--- src/rtl/motor_emu_if.sv ---
// Signal bundle between a motor controller (master) and the motor/encoder emulator (slave).
interface motor_emu_if #(
  parameter int SW = 11
);
  logic                motor_pwm;
  logic                motor_en;
  logic                motor_dir;
  logic                motor_encdr;
  logic [SW-1:0]       speed;
  logic signed [31:0]  position;
  logic [1:0]          mstate;
  logic                win_done;

  modport master (
    output motor_pwm, motor_en, motor_dir,
    input  motor_encdr, speed, position, mstate, win_done
  );

  modport slave (
    input  motor_pwm, motor_en, motor_dir,
    output motor_encdr, speed, position, mstate, win_done
  );
endinterface

--- src/rtl/motor_emu.sv ---
// Motor emulator: measures PWM duty per window, slews speed toward it, and
// integrates speed into an encoder square wave plus a signed position count.
module motor_emu #(
  parameter int PERIOD = 1024,
  parameter int ACCEL  = 16,
  parameter int ACC_W  = 20
) (
  input  logic        WF_CLK,
  input  logic        rst,
  motor_emu_if.slave  bus
);
  localparam int SW  = $clog2(PERIOD + 1);
  localparam int SW1 = SW + 1;
  localparam int WW  = $clog2(PERIOD);
  localparam int AW1 = ACC_W + 1;
  localparam logic [WW-1:0] WLAST = WW'(PERIOD - 1);
  localparam logic [SW:0]   STEP  = SW1'(ACCEL);

  typedef enum logic [1:0] {
    S_STOP   = 2'd0,
    S_ACCEL  = 2'd1,
    S_CRUISE = 2'd2,
    S_DECEL  = 2'd3
  } mstate_t;

  logic [WW-1:0]       wcnt;
  logic [SW-1:0]       dacc;
  logic [SW-1:0]       speed_q;
  mstate_t             state_q;
  logic [ACC_W-1:0]    phase;
  logic                enc_q;
  logic signed [31:0]  pos_q;
  logic                wd_q;

  logic                drive;
  logic                win_close;
  logic [SW-1:0]       target;
  logic [SW-1:0]       speed_nx;
  mstate_t             state_nx;
  logic [ACC_W:0]      phase_sum;

  // Step toward the target by at most STEP; the gap is taken before the step so nothing wraps.
  function automatic logic [SW-1:0] slew(input logic [SW-1:0] cur, input logic [SW-1:0] tgt);
    logic [SW:0] c;
    logic [SW:0] t;
    c = {1'b0, cur};
    t = {1'b0, tgt};
    if (t > c)
      return ((t - c) > STEP) ? SW'(c + STEP) : tgt;
    else if (t < c)
      return ((c - t) > STEP) ? SW'(c - STEP) : tgt;
    else
      return cur;
  endfunction

  function automatic mstate_t classify(input logic [SW-1:0] s, input logic [SW-1:0] tgt);
    if (s == '0 && tgt == '0) return S_STOP;
    else if (s < tgt)         return S_ACCEL;
    else if (s > tgt)         return S_DECEL;
    else                      return S_CRUISE;
  endfunction

  always_comb begin
    drive     = bus.motor_pwm & bus.motor_en;
    win_close = (wcnt == WLAST);
    target    = dacc + SW'(drive);
    speed_nx  = speed_q;
    state_nx  = state_q;
    if (win_close) begin
      speed_nx = slew(speed_q, target);
      state_nx = classify(speed_nx, target);
    end
    // Carry out of the phase sum is the encoder tick; zero speed leaves everything parked.
    phase_sum = {1'b0, phase} + AW1'(speed_q);
  end

  always_ff @(posedge WF_CLK) begin
    if (rst) begin
      wcnt    <= '0;
      dacc    <= '0;
      speed_q <= '0;
      state_q <= S_STOP;
      phase   <= '0;
      enc_q   <= 1'b0;
      pos_q   <= '0;
      wd_q    <= 1'b0;
    end else begin
      wcnt    <= win_close ? '0 : wcnt + 1'b1;
      dacc    <= win_close ? '0 : target;
      speed_q <= speed_nx;
      state_q <= state_nx;
      wd_q    <= win_close;
      phase   <= phase_sum[ACC_W-1:0];
      if (phase_sum[ACC_W]) begin
        enc_q <= ~enc_q;
        pos_q <= bus.motor_dir ? pos_q - 32'sd1 : pos_q + 32'sd1;
      end
    end
  end

  assign bus.motor_encdr = enc_q;
  assign bus.speed       = speed_q;
  assign bus.position    = pos_q;
  assign bus.mstate      = state_q;
  assign bus.win_done    = wd_q;
endmodule

--- src/flat_wrapper.sv ---
// flat-port wrapper written by rule: the top's interface ports become plain ports
module motor_emu_flat 
#(
  parameter int PERIOD = 1024,
  parameter int ACCEL  = 16,
  parameter int ACC_W  = 20
)
  (WF_CLK, rst, bus_motor_pwm, bus_motor_en, bus_motor_dir, bus_motor_encdr, bus_speed, bus_position, bus_mstate, bus_win_done);
  motor_emu_if bus_i ();
  input  logic WF_CLK;
  input  logic rst;
  input wire logic [$bits(bus_i.motor_pwm)-1:0] bus_motor_pwm;
  input wire logic [$bits(bus_i.motor_en)-1:0] bus_motor_en;
  input wire logic [$bits(bus_i.motor_dir)-1:0] bus_motor_dir;
  output wire logic [$bits(bus_i.motor_encdr)-1:0] bus_motor_encdr;
  output wire logic [$bits(bus_i.speed)-1:0] bus_speed;
  output wire logic [$bits(bus_i.position)-1:0] bus_position;
  output wire logic [$bits(bus_i.mstate)-1:0] bus_mstate;
  output wire logic [$bits(bus_i.win_done)-1:0] bus_win_done;
  assign bus_i.motor_pwm = bus_motor_pwm;
  assign bus_i.motor_en = bus_motor_en;
  assign bus_i.motor_dir = bus_motor_dir;
  assign bus_motor_encdr = bus_i.motor_encdr;
  assign bus_speed = bus_i.speed;
  assign bus_position = bus_i.position;
  assign bus_mstate = bus_i.mstate;
  assign bus_win_done = bus_i.win_done;
  motor_emu #(.PERIOD(PERIOD), .ACCEL(ACCEL), .ACC_W(ACC_W)) u_core (.WF_CLK(WF_CLK), .rst(rst), .bus(bus_i));
endmodule
--- config.mk ---
export PLATFORM = sky130hd
export DESIGN_NAME = motor_emu_flat
export DESIGN_NICKNAME = d
export VERILOG_FILES = /design/src/rtl/motor_emu_if.sv /design/src/rtl/motor_emu.sv /design/src/flat_wrapper.sv
export SDC_FILE = /design/constraint.sdc
export NUM_CORES = 1
export LEC_CHECK = 0
export BUFFER_PORTS_ARGS = -buffer_cell sky130_fd_sc_hd__buf_2
export CAP_MARGIN = 25
export CORE_MARGIN = 5
export CORE_UTILIZATION = 55
export DETAILED_ROUTE_END_ITERATION = 10
export PLACE_DENSITY_LB_ADDON = 0.05
export SYNTH_ARGS = -nofsm -noshare
export SYNTH_HDL_FRONTEND = slang
export SYNTH_SLANG_ARGS = --single-unit
--- constraint.sdc ---
create_clock -name WF_CLK -period 6.4 [get_ports WF_CLK]
set_input_delay 1.28 -clock WF_CLK [delete_from_list [all_inputs] [get_ports WF_CLK]]
set_output_delay 1.28 -clock WF_CLK [all_outputs]
set_load 0.005 [all_outputs]
==> results_dict.tcl <==
set metrics [dict create \
    status "finished, final reports clean" \
    die_w_microns 123.1 \
    end_kind "flop" \
    diodes 0 \
    cts_root_buffer "clkbuf_16" \
    path_clk_slew_ps 60 \
    synth_nets 985 \
    synth.top_cell.area_share_pct 25.03 \
    via_per_inst 5.900 \
    ios 52 \
    final_max_slew_viol_count 0 \
    grt_pass1_vias 6283 \
    cts_sinks 88 \
    drcViolationCount 0 \
    async_flop_share_pct 0 \
    dominantRegCellSynth "dfxtp_1" \
    die_y_microns 123.1 \
    placeableCoreArea_sq_um 12570 \
    synth_seq_cells 88 \
    p_sw_share_pct 26.08 \
    clock_path_buffers 2 \
    portBuffers 51 \
    antenna_found_initial 0 \
    synth_top_area_cell "dfxtp_1" \
    h-tree-depth 3 \
    dp_hpwl_mm 14.38 \
    post_route_cells_drive_above_1_share_pct 15.31 \
    route.detailed.wl_per_inst_microns 16.31 \
    hold_class "reg2reg" \
    hold_viol_final 0 \
    antenna_left 0 \
    critPathRequiredTime_ps 6650 \
    fmax_mhz 162.6 \
    insertion_delay_ps 330 \
    path_max_fanout 5 \
    fin_nets 1053 \
    area_growth_pct 15.29 \
    pwr-share-comb_pct 18.5 \
    ys_top_cells_by_count "nand2_1, nor2_1, dfxtp_1" \
    period_share_pct 96.12 \
    grtUsageTotal_pct 24.59 \
    seqPwrFrac_pct 42.4 \
    totalWireLength_mm 18.79 \
    netlist_instances 908 \
    synth.area.top_cells "dfxtp_1, ha_1, xnor2_1" \
    finalCriticalPeriod_ps 6152 \
    crit_type "in2reg" \
    power.internal_mw 0.9653 \
    peakVddDrop_v 0.0001355 \
    arrival_ps 6400 \
    num_vias 6797 \
    numCtsBuffers 9 \
    switchingPower_mw 0.3406 \
    first_pass_iters 5 \
    slowest_stage "or3_1" \
    post-synth-top-count-cell "nand2_1" \
    drtIter0Drc 494 \
    tightest_slew_ps 966.5 \
    start_kind "input pin" \
    die_area_sq_um 15160 \
    p_per_area_nw_per_um2 160.9 \
    clkPwrFrac_pct 39.2 \
    cap_violations 0 \
    fin_skew_ps 5.993 \
    synth_seq_area_share_pct 25.03 \
    grt_pass1_wl_mm 30.10 \
    synthDistinctLibCells 79 \
    rows 41 \
    syn_avg_cell_area_sq_um 7.752 \
    tns_ps 0 \
    synth_area_sq_um 7039 \
    power.leakage_nw 3.579 \
    routabilityCongestion 0.9539 \
    grt_overflow 0 \
    r2r_setup_slack_ps 970 \
    cts_tree "yes" \
    yosys_warnings 0 \
    setup_viol_count_final 0 \
    synth_edf_count 0 \
    maxSlewHeadroom_pct 35.56 \
    grt_start_max_net_pins 40 \
    initial_core_util_pct 56.01 \
    slowest_delay_ps 430 \
    power_mw 1.306 \
]
## cells by family after synthesis
family                     synth area share, %
and+or+nand+nor                          22.01
AOI/OAI and AO/OA                        22.98
DFF                                      25.03
buffers and inverters                    4.923
adders and majority gates                13.12
xor gates and xnor gates                 9.047
muxes                                    2.897
## power groups by stage
stage / logic [mW] / clock network (mW) / registers, mW
after floorplan: 0.177 / 0 / 0.564
after global placement: 0.226 / 0 / 0.565
after detailed placement: 0.231 / 0 / 0.565
after CTS: 0.233 / 0.527 / 0.553
after global routing: 0.261 / 0.550 / 0.553
final: 0.241 / 0.512 / 0.553
## routing by layer
layer  global-route usage, %  share of wire, %  up-vias
met5                       0                 0        -
met2                   37.07                44      213
li1                        -                 -     3375
met4                   6.851               1.6        0
met3                   6.221               6.9       29
met1                   34.85                47     3180
## registers in the layout, summed over array words and instances, names as in the netlist
| register | cells |
|---|---|
| u_core.bus.position | 32 |
| u_core.phase | 20 |
| u_core.bus.speed | 11 |
| u_core.dacc | 11 |
| u_core.wcnt | 10 |
| u_core.bus.mstate | 2 |
| u_core.bus.motor_encdr | 1 |
| u_core.bus.win_done | 1 |
## timing repair
action,CTS,global route
setup buffers,0,1
hold buffers,0,0
setup endpoints to repair,0,2
gates resized for setup,0,9
## through the flow
stage          hold slack [ps]  area, sq um  instances  setup slack [ps]  utilization [%]
6_report                 446.5         8115       1152             248.2            64.57
2_1_floorplan            429.9         7178        908            -113.3                -
4_1_cts                  449.8         8065       1151             134.9            64.17
5_1_grt                  478.5         8115       1152            -44.89            64.57
3_5_place_dp             441.6         7777       1136            -203.4            61.88
3_3_place_gp             435.3         7777       1136             39.67            61.88
## placed cells by master, fill, tap and decap left out, types with 4 or more instances in the layout
cell,instances
xnor2_2,4
o21ai_1,6
nor2b_1,13
or3_1,13
dfxtp_1,88
nand2_1,102
xor2_1,20
a21oi_1,82
nor2_1,90
o31ai_1,6
a211oi_1,12
xnor2_1,45
ha_1,64
ha_4,4
and3_1,9
buf_4,43
nor3_1,20
mux2i_1,15
o211a_1,5
a31o_2,4
a21o_1,16
buf_2,51
and2_1,7
o21bai_1,6
o21a_1,9
nor4_1,6
nand2b_1,10
nor3b_1,4
a31oi_1,7
o211ai_1,7
clkbuf_16,9
inv_1,46
nand4_1,14
o21ai_0,38
nand3_1,17
## worst max-delay path, delay by kind of cell
family                   cells  cell delay [ps]
AO/OA/AOI/OAI               10             1740
XOR/XNOR                     1              130
AND/OR/NAND/NOR              9             1890
buffers and inverters        3              340
multiplexers                 1              270
adder cells (fa/ha/maj)      3              730
## worst paths after layout
check / from / to / cells past startpoint
min reg2reg: u_core.bus.mstate[1]$_SDFFE_PP0P_ / u_core.bus.mstate[1]$_SDFFE_PP0P_ / 2
max reg2reg: u_core.dacc[1]$_SDFF_PP0_ / u_core.bus.mstate[0]$_SDFFE_PP0P_ / 24
max: bus_motor_pwm / u_core.bus.mstate[0]$_SDFFE_PP0P_ / 27
min: u_core.bus.mstate[1]$_SDFFE_PP0P_ / u_core.bus.mstate[1]$_SDFFE_PP0P_ / 2
## layout make-up
class,count,area [sq um]
Tap cell,172,215.2
Multi-Input combinational cell,735,5092
Clock buffer,11,242.7
Sequential cell,88,1762
Timing Repair Buffer,94,578.1
Inverter,48,180.2
Fill cell,1119,4453
Clock inverter,4,45.04
No activity file was read; power rests on OpenSTA's default activity.
